File: src/rtl/mul_div_unit.sv
// mul_div_unit
// Iterative unsigned multiply / divide unit. One operation at a time: a start
// pulse in IDLE latches the operands, then WIDTH iterations run (one multiplier
// bit or one quotient bit per cycle) before a single DONE cycle presents the
// results. Division by zero skips the iterations and reports immediately.
//
// Handshake: start is sampled only in IDLE. An accepted operation ends with a
// one-cycle done pulse; result/hi/div_by_zero are valid in that cycle, and
// result/hi keep their values until the next DONE. Nothing back-pressures done.
//
// Ports
//   clk          in   clock, rising edge
//   rst          in   asynchronous active-high reset
//   start        in   request an operation (honoured in IDLE only)
//   ALU_control  in   4'b0100 = MUL, 4'b0101 = DIV, anything else ignored
//   a, b         in   unsigned operands (multiplicand/dividend, multiplier/divisor)
//   busy         out  high while iterating (MUL or DIV state)
//   done         out  one-cycle result-valid pulse
//   result       out  low product / quotient
//   hi           out  high product / remainder
//   div_by_zero  out  high in the DONE cycle of a divide by zero
//   dbg_state    out  current FSM state encoding (IDLE=0, MUL=1, DIV=2, DONE=3)
module mul_div_unit #(
    parameter int WIDTH = 32
) (
    input  logic             clk,
    input  logic             rst,
    input  logic             start,
    input  logic [3:0]       ALU_control,
    input  logic [WIDTH-1:0] a,
    input  logic [WIDTH-1:0] b,
    output logic             busy,
    output logic             done,
    output logic [WIDTH-1:0] result,
    output logic [WIDTH-1:0] hi,
    output logic             div_by_zero,
    output logic [1:0]       dbg_state
);

    localparam int CW = $clog2(WIDTH) + 1;
    localparam logic [CW-1:0]  LAST_ITER = CW'(WIDTH - 1);
    localparam logic [3:0]     OP_MUL    = 4'b0100;
    localparam logic [3:0]     OP_DIV    = 4'b0101;

    typedef enum logic [1:0] {
        S_IDLE = 2'd0,
        S_MUL  = 2'd1,
        S_DIV  = 2'd2,
        S_DONE = 2'd3
    } state_t;

    state_t               state_q, state_d;
    logic [CW-1:0]        cnt_q, cnt_d;
    logic [WIDTH-1:0]     a_q, a_d;
    logic [WIDTH-1:0]     b_q, b_d;
    // Shared working register.
    // MUL: {partial product high half, remaining multiplier bits}.
    // DIV: {partial remainder, dividend bits shifting out / quotient bits shifting in}.
    logic [2*WIDTH-1:0]   acc_q, acc_d;
    logic [WIDTH-1:0]     res_q, res_d;
    logic [WIDTH-1:0]     hi_q, hi_d;
    logic                 dbz_q, dbz_d;

    // Shift-add step: add the multiplicand to the high half when the current
    // multiplier bit is set, then shift the whole register right by one. The
    // carry out of the add becomes the new MSB, so no product bit is lost.
    logic [WIDTH:0]       mul_sum;
    logic [2*WIDTH-1:0]   mul_next;

    // Restoring division step: shift the next dividend bit into the remainder,
    // subtract the divisor if it fits, and shift the resulting quotient bit in.
    logic [WIDTH:0]       div_shift;
    logic                 div_fits;
    logic [WIDTH-1:0]     div_sub;
    logic [2*WIDTH-1:0]   div_next;

    always_comb begin
        mul_sum  = {1'b0, acc_q[2*WIDTH-1:WIDTH]} + (acc_q[0] ? {1'b0, a_q} : {(WIDTH+1){1'b0}});
        mul_next = {mul_sum, acc_q[WIDTH-1:1]};

        div_shift = {acc_q[2*WIDTH-1:WIDTH], acc_q[WIDTH-1]};
        div_fits  = (div_shift >= {1'b0, b_q});
        // When the divisor fits, the difference is below b and so fits in WIDTH bits.
        div_sub   = div_shift[WIDTH-1:0] - b_q;
        div_next  = {(div_fits ? div_sub : div_shift[WIDTH-1:0]), acc_q[WIDTH-2:0], div_fits};
    end

    always_comb begin
        state_d = state_q;
        cnt_d   = cnt_q;
        a_d     = a_q;
        b_d     = b_q;
        acc_d   = acc_q;
        res_d   = res_q;
        hi_d    = hi_q;
        dbz_d   = 1'b0;

        case (state_q)
            S_IDLE: begin
                if (start) begin
                    if (ALU_control == OP_MUL) begin
                        a_d     = a;
                        b_d     = b;
                        cnt_d   = '0;
                        acc_d   = {{WIDTH{1'b0}}, b};
                        state_d = S_MUL;
                    end else if (ALU_control == OP_DIV) begin
                        if (b != '0) begin
                            a_d     = a;
                            b_d     = b;
                            cnt_d   = '0;
                            acc_d   = {{WIDTH{1'b0}}, a};
                            state_d = S_DIV;
                        end else begin
                            res_d   = '1;
                            hi_d    = a;
                            dbz_d   = 1'b1;
                            state_d = S_DONE;
                        end
                    end
                end
            end
            S_MUL: begin
                acc_d = mul_next;
                cnt_d = cnt_q + 1'b1;
                if (cnt_q == LAST_ITER) begin
                    res_d   = mul_next[WIDTH-1:0];
                    hi_d    = mul_next[2*WIDTH-1:WIDTH];
                    state_d = S_DONE;
                end
            end
            S_DIV: begin
                acc_d = div_next;
                cnt_d = cnt_q + 1'b1;
                if (cnt_q == LAST_ITER) begin
                    res_d   = div_next[WIDTH-1:0];
                    hi_d    = div_next[2*WIDTH-1:WIDTH];
                    state_d = S_DONE;
                end
            end
            S_DONE: begin
                state_d = S_IDLE;
            end
            default: begin
                state_d = S_IDLE;
            end
        endcase
    end

    always_ff @(posedge clk or posedge rst) begin
        if (rst) begin
            state_q <= S_IDLE;
            cnt_q   <= '0;
            a_q     <= '0;
            b_q     <= '0;
            acc_q   <= '0;
            res_q   <= '0;
            hi_q    <= '0;
            dbz_q   <= 1'b0;
        end else begin
            state_q <= state_d;
            cnt_q   <= cnt_d;
            a_q     <= a_d;
            b_q     <= b_d;
            acc_q   <= acc_d;
            res_q   <= res_d;
            hi_q    <= hi_d;
            dbz_q   <= dbz_d;
        end
    end

    assign busy        = (state_q == S_MUL) || (state_q == S_DIV);
    assign done        = (state_q == S_DONE);
    assign result      = res_q;
    assign hi          = hi_q;
    assign div_by_zero = dbz_q;
    assign dbg_state   = state_q;

endmodule

File: config.mk
export PLATFORM = sky130hd
export DESIGN_NAME = mul_div_unit
export DESIGN_NICKNAME = d
export VERILOG_FILES = /design/src/rtl/mul_div_unit.sv
export SDC_FILE = /design/constraint.sdc
export NUM_CORES = 1
export LEC_CHECK = 0
export CORE_ASPECT_RATIO = 1.75
export CORE_UTILIZATION = 54
export CTS_CLUSTER_DIAMETER = 60
export DETAILED_ROUTE_END_ITERATION = 8
export DONT_BUFFER_PORTS = 1
export PLACE_DENSITY = 0.69
export SLEW_MARGIN = 10
export SYNTH_ARGS = -nofsm -noshare
export SYNTH_HDL_FRONTEND = slang
export SYNTH_SLANG_ARGS = --single-unit
File: constraint.sdc
create_clock -name clk -period 13.1 [get_ports clk]
set_input_delay 2.62 -clock clk [delete_from_list [all_inputs] [get_ports clk]]
set_output_delay 2.62 -clock clk [all_outputs]
set_load 0.02 [all_outputs]
==> results of run 1 <==
## worst max path at each step
| stage | endpoint | startpoint | depth (start not counted) | slack, ps |
|---|---|---|---|---|
| 3_5_place_dp | hi[29]$_DFFE_PP0P_ | b[20] | 8 | 6700 |
| 3_3_place_gp | hi[31]$_DFFE_PP0P_ | b[9] | 9 | 6800 |
| 5_1_grt | hi[30]$_DFFE_PP0P_ | b[20] | 8 | 6920 |
| 4_1_cts | hi[29]$_DFFE_PP0P_ | b[20] | 8 | 7210 |
| 6_report | hi[29]$_DFFE_PP0P_ | b[9] | 8 | 7090 |
| 2_1_floorplan | a_q[0]$_DFFE_PP0P_ | rst | 1 | 5000 |
## stage by stage
stage	setup WS [ps]	hold slack, ps
after CTS	7210	502
after global routing	6920	513
after floorplan	5000	466
after global placement	6800	480
after detailed placement	6700	487
final	7090	500
## sequential cells by signal, summed over array words and instances (netlist names)
name	count
div_by_zero	1
result	32
dbg_state	2
cnt_q	6
hi	32
a_q	32
acc_q	64
b_q	32
## placed cells by master, fill, tap and decap left out, drive strengths merged, types with 24 or more instances in the layout
master / instances
a21oi: 87
a221o: 33
ha: 69
inv: 53
clkbuf: 24
dfrtp: 201
xnor2: 35
nand3: 27
a21o: 27
o21ai: 193
nand2: 289
nor2: 43
and3: 25
and2: 36
mux2: 69
## critical path, delay by kind of cell
family / cells / cell delay (ps)
simple gates: 6 / 2530
compound gates: 2 / 1250
## kinds of logic (layout without fill, tap and decap cells)
family	after synthesis	count (layout)	share of synthesized area (%)
compound gates	467	467	22.7
xor+xnor	53	53	3.53
simple gates	488	488	16.7
flops	201	201	38.2
fa+ha+maj	71	71	6.87
mux	92	92	7.72
buf+inv	135	95	4.22
## cell type report
type                    count  area share [%]
inverters                  52            1.45
multi-input cells        1171            54.4
clock buffers              24            3.82
repair buffers             11           0.590
flip-flops and latches    201            35.9
well taps                 308            2.75
clock inverters             8            1.06
## report_power, final
part           internal (mW)  switching [mW]
registers              0.899           0.322
clock network          0.368           0.242
logic                  0.677            1.28
total                   1.94            1.84
## layer usage
layer	up-vias	track usage, %	share of wire, %
met3	109	3.70	6.4
li1	5275	-	-
met1	5584	42.0	39
met5	-	0	0
met4	0	17.6	5.6
met2	463	56.4	49
==> summary.txt, run 1 <==
Pwr
  – Pwr Total: 3.79 mW
  – Peak supply drop: 0.268 mV
  – P_leak: 6.39 nW
  – Pwr per Cell Area: 271 nW/um2

GRT
  – GRT Total Usage: 33.5%
  – Gr ovfl total: 0
  – First-pass GRT wire length: 64,200 um
  – Antenna violations before repair: 0
  – Vias in the first global route: 11,300
  – Largest net degree at the start of global routing: 135

Placement
  – Placed insts: 1,743
  – GP Congestion: 0.925
  – DP Area: 13,300 um2
  – PortBufs: 0
  – Dpl hpwl: 30,300 um

Logic synthesis
  – Post-synth top cells: nand2_1 (289), dfrtp_1 (201), o21ai_0 (178)
  – Seq/Total Area, Yosys: 38.2%
  – Top post-synthesis cells by area: dfrtp_1 (38%), nand2_1 (8.2%), o21ai_0 (6.8%)
  – YS warnings: 0
  – Post-Synthesis Cell Area: 13,200 um2
  – Synth Net Count: 1,649
  – Yosys cell types: 80
  – Async SR Flop Fraction: 100%
  – Synth top area share: 38.2%
  – Post-synthesis cell count: 1,507
  – Top FF cell, synth: dfrtp_1
  – Syn Area/Cell: 8.73 um2
  – Top cell type by total area after synthesis: dfrtp_1
  – Number of synthesized flops with an enable pin: 0
  – Synth Register Bits: 201
  – Most frequent cell after synthesis: nand2_1

Floorplanning
  – Die width: 120 um
  – Core Box Area: 23,900 um2
  – Initial Utilization: 55.0%
  – Die area: 25,000 um2
  – Rows: 75
  – Die height: 208 um
  – Top Ports: 140

STA
  – Rel. slew slack: 27.3%
  – Final hold vios: 0
  – Setup TNS: 0 ps
  – Min cycle time layout: 6010 ps
  – Tcrit/Tclk final: 45.9%
  – Unrepaired setup endpoints after global routing: false
  – Worst-margin pin slew: 1090 ps
  – Max-slew violations: 0
  – Final setup viols: 0
  – Clk_skew: 10.3 ps
  – Max Clk Rate: 166 MHz

Min path
  – Hold Crit Depth: 1
  – Worst hold path class: reg -> reg
  – Hold path start: a_q[4]$_DFFE_PP0P_
  – Hold Path End: a_q[4]$_DFFE_PP0P_

Detailed routing
  – ANT nets after route: 0
  – Drt drc: 0
  – Total number of vias: 11,400
  – First DRT Iteration DRCs: 1,022
  – Post-Route WL: 41,400 um
  – DR pass1 iterations: 7
  – Vias per cell: 6.44
  – Post-DR wirelength/cell: 23.3 um

Setup path
  – CP most frequent cell: nand2_1
  – Req. time, crit path: 13,500 ps
  – Worst R2R End: hi[30]$_DFFE_PP0P_
  – Slowest-stage cell, CP: o21a_2
  – Crit path DAT: 6420 ps
  – Crit-path max cell delay: 890 ps
  – R2r worst-path depth: 13
  – Worst r2r src: acc_q[0]$_DFFE_PP0P_
  – Reg2Reg Setup Slack: 8630 ps
  – Crit path launch type: input port
  – Maximum fanout along the worst path: 54
  – Critical path class: in -> reg
  – Setup crit end kind: flop
  – Cell chain of the critical path: nor4_1, nand2_1, nor4_1, nand4_1, nand2_1, o21a_2, nand2_1, o21ai_0

Clocking
  – Post-CTS Repair Setup Buffers: 0
  – CTS H-tree depth: 1
  – Post-cts sizing count: 0
  – CTS Buffer Depth: 3
  – Clock root buffer: clkbuf_16
  – Worst-Skew Late Latency: 500 ps
  – CTS tree: yes
  – Num CTS Buffers: 18
  – Sink Count: 201
  – Number of hold buffers added after cts: 0
  – Clk slew on worst S/H paths: 70 ps

Layout
  – Multi-input logic area: 7610 um2
  – Area growth from synthesis to layout: 6.41%
  – Register area: 5030 um2
  – Util after Layout: 58.5%
  – Nets@finish: 1,597
  – Layout cells sized above 1: 9.07%
  – Post-route cell area: 14,000 um2
  – Final std cells w/o fill: 1,775
  – Number of diodes: 0
  – Filler cells: 2,147

Flow run
  – # Max-Cap Violations: 0

Status
  – Outcome: completed
No activity file was read; power rests on OpenSTA's default activity.
==> run 2: changes to the inputs <==
==> constraint.sdc (replaced) <==
create_clock -name clk -period 5.8 [get_ports clk]
set_input_delay 1.16 -clock clk [delete_from_list [all_inputs] [get_ports clk]]
set_output_delay 1.16 -clock clk [all_outputs]
set_load 0.02 [all_outputs]
==> run 2 against run 1 <==
- combinational power up 130%
- critical path depth up 5
- final cell count up 0.34%
- critical path type is now reg -> reg
==> summary.txt, run 2 (synthesis gave the netlist of run 1 again) <==
Status
  – Outcome: completed

Setup path
  – Crit path DAT: 4770 ps (-1650 ps)
  – Crit-path max cell delay: 730 ps (-160 ps)
  – Maximum fanout along the worst path: 19 (-65%)
  – Critical path class: reg -> reg
  – Setup crit end kind: flop
  – Crit path launch type: flop
  – CP most frequent cell: o21ai_0
  – Req. time, crit path: 6150 ps (-7350 ps)
  – Cell chain of the critical path: buf_4, and2_1, ha_1, a21oi_1, o21ai_0, nor3_1, o211ai_1, a311oi_1, o21ai_0, xor2_1, a22o_1, a41oi_1, o21ai_0
  – Slowest-stage cell, CP: dfrtp_1

Clocking
  – Clk slew on worst S/H paths: 70 ps (about the same)
  – Worst-Skew Late Latency: 490 ps (about the same)
  – Post-cts sizing count: 0 (unchanged)
  – CTS Buffer Depth: 3 (unchanged)
  – Post-CTS Repair Setup Buffers: 0 (unchanged)
  – Sink Count: 201 (unchanged)
  – Clock root buffer: clkbuf_16
  – Num CTS Buffers: 19 (+1)
  – Number of hold buffers added after cts: 0 (unchanged)
  – CTS tree: yes
  – CTS H-tree depth: 1 (unchanged)

Placement
  – Pre-CTS setup slack: 1340 ps (-5360 ps)
  – Placed insts: 1,746 (+0.17%)
  – GP Congestion: 0.959 (+3.7%)
  – Dpl hpwl: 31,100 um (+2.7%)
  – PortBufs: 0 (unchanged)

Min path
  – Worst hold path class: reg -> reg

STA
  – Setup TNS: 0 ps (unchanged)
  – Hold_ws: 500 ps (+0.506 ps)
  – Final worst-path setup slack: 1380 ps (-5700 ps)
  – Max Clk Rate: 226 MHz
  – Worst-margin pin slew: 1180 ps (+87.8 ps)
  – Unrepaired setup endpoints after global routing: false
  – Tcrit/Tclk final: 76.2%
  – Final hold vios: 0 (unchanged)
  – Final setup viols: 0 (unchanged)
  – Max-slew violations: 0 (unchanged)
  – Min cycle time layout: 4420 ps
  – Rel. slew slack: 20.4% (-6.8 points)
  – Clk_skew: 13.6 ps (+3.33 ps)

Detailed routing
  – First DRT Iteration DRCs: 746 (-27%)
  – ANT nets after route: 0 (unchanged)
  – Post-DR wirelength/cell: 23.3 um (-0.36%)
  – Post-Route WL: 41,400 um (about the same)
  – Vias per cell: 6.45 (+0.18%)
  – Drt drc: 0 (unchanged)
  – Total number of vias: 11,500 (+0.52%)
  – DR pass1 iterations: 5 (-2)

Layout
  – Commonest non-fill, non-tap cell in the layout: nand2_1
  – Most frequent cells in the layout: nand2_1 (289), dfrtp_1 (201), o21ai_0 (176)
  – Max FFs per register: 64 (unchanged)
  – Most flops, register: acc_q
  – Layout cells sized above 1: 9.25% (+0.19 points)
  – Area growth from synthesis to layout: 6.38% (about the same)
  – Final std cells w/o fill: 1,781 (+0.34%)
  – Nets@finish: 1,601 (+0.25%)

Floorplanning
  – Core Box Area: 23,900 um2 (unchanged)
  – Rows: 75 (unchanged)
  – Top Ports: 140 (unchanged)
  – Die area: 25,000 um2 (unchanged)
  – Initial Utilization: 55.0% (unchanged)
  – Die height: 208 um (unchanged)
  – Die width: 120 um (unchanged)

Pwr
  – P_leak: 6.40 nW (+0.11%)
  – Pwr per Cell Area: 605 nW/um2 (+120%)
  – Peak supply drop: 0.826 mV (+210%)

GRT
  – First-pass GRT wire length: 64,800 um (+0.92%)
  – GRT Total Usage: 33.6% (+0.10 points)
  – Antenna violations before repair: 1 (+1)
  – Largest net degree at the start of global routing: 111 (-18%)
  – Vias in the first global route: 11,500 (+1.3%)
  – Gr ovfl total: 0 (unchanged)

Flow run
  – # Max-Cap Violations: 0 (unchanged)
[run 2: cell types whose count changed in the layout (fill, tap and decap cells not counted)]
cell,before,now
buf_12,0,2
buf_4,11,12
bufinv_16,4,2
clkinv_2,1,5
clkinvlp_4,2,1
diode_2,0,3
inv_8,1,0
[run 2: power by group]
part | switching, mW | internal (mW) | leakage [nW] | total [mW]
registers | 0.713 | 2.03 | 2.53 | 2.74
logic | 2.88 | 1.55 | 3.55 | 4.43
clock network | 0.554 | 0.742 | 0.316 | 1.30
total | 4.14 | 4.32 | 6.40 | 8.47
[run 2: critical path: cells and delay by family (launching register included)]
| family | cells | cell delay, ps |
|---|---|---|
| AO/OA/AOI/OAI | 8 | 2270 |
| adder cells (fa/ha/maj) | 1 | 300 |
| flip-flops | 1 | 730 |
| AND/OR/NAND/NOR | 2 | 460 |
| XOR/XNOR | 1 | 180 |
| buffers and inverters | 1 | 340 |
[run 2: path summary, 6_finish.rpt]
check / startpoint / end / slack, ps / cells past startpoint
setup / recovery: acc_q[0]$_DFFE_PP0P_ / hi[30]$_DFFE_PP0P_ / 1380 / 13
hold / removal: a_q[16]$_DFFE_PP0P_ / a_q[16]$_DFFE_PP0P_ / 500 / 1
setup reg to reg: acc_q[0]$_DFFE_PP0P_ / hi[30]$_DFFE_PP0P_ / 1380 / 13
hold reg to reg: a_q[16]$_DFFE_PP0P_ / a_q[16]$_DFFE_PP0P_ / 500 / 1
max in group asynchronous: rst / b_q[15]$_DFFE_PP0P_ / 3910 / 2
min in group asynchronous: rst / b_q[11]$_DFFE_PP0P_ / 660 / 1
[run 2: layout make-up]
class	instances	area, um2
Antenna cell	3	7.51
Clock buffer	24	534
Clock inverter	8	93.8
Fill cell	2129	9940
Inverter	52	199
Multi-Input combinational cell	1171	7610
Sequential cell	201	5030
Tap cell	308	385
Timing Repair Buffer	14	130
[run 2: layer usage]
layer	wire (um)	GRT usage, %	vias to the layer above
met3	2790	4.33	133
li1	-	-	5287
met4	2630	20.3	0
met1	15900	42.0	5576
met2	20200	54.9	494
met5	0	0	-
[run 2: metrics by stage]
stage,power [mW],utilization (%),cell area [um2]
after floorplan,5.90,-,13200
after global placement,7.04,55.8,13400
after detailed placement,7.12,55.8,13400
after CTS,8.43,58.4,14000
after global routing,9.04,58.5,14000
final,8.47,58.5,14000
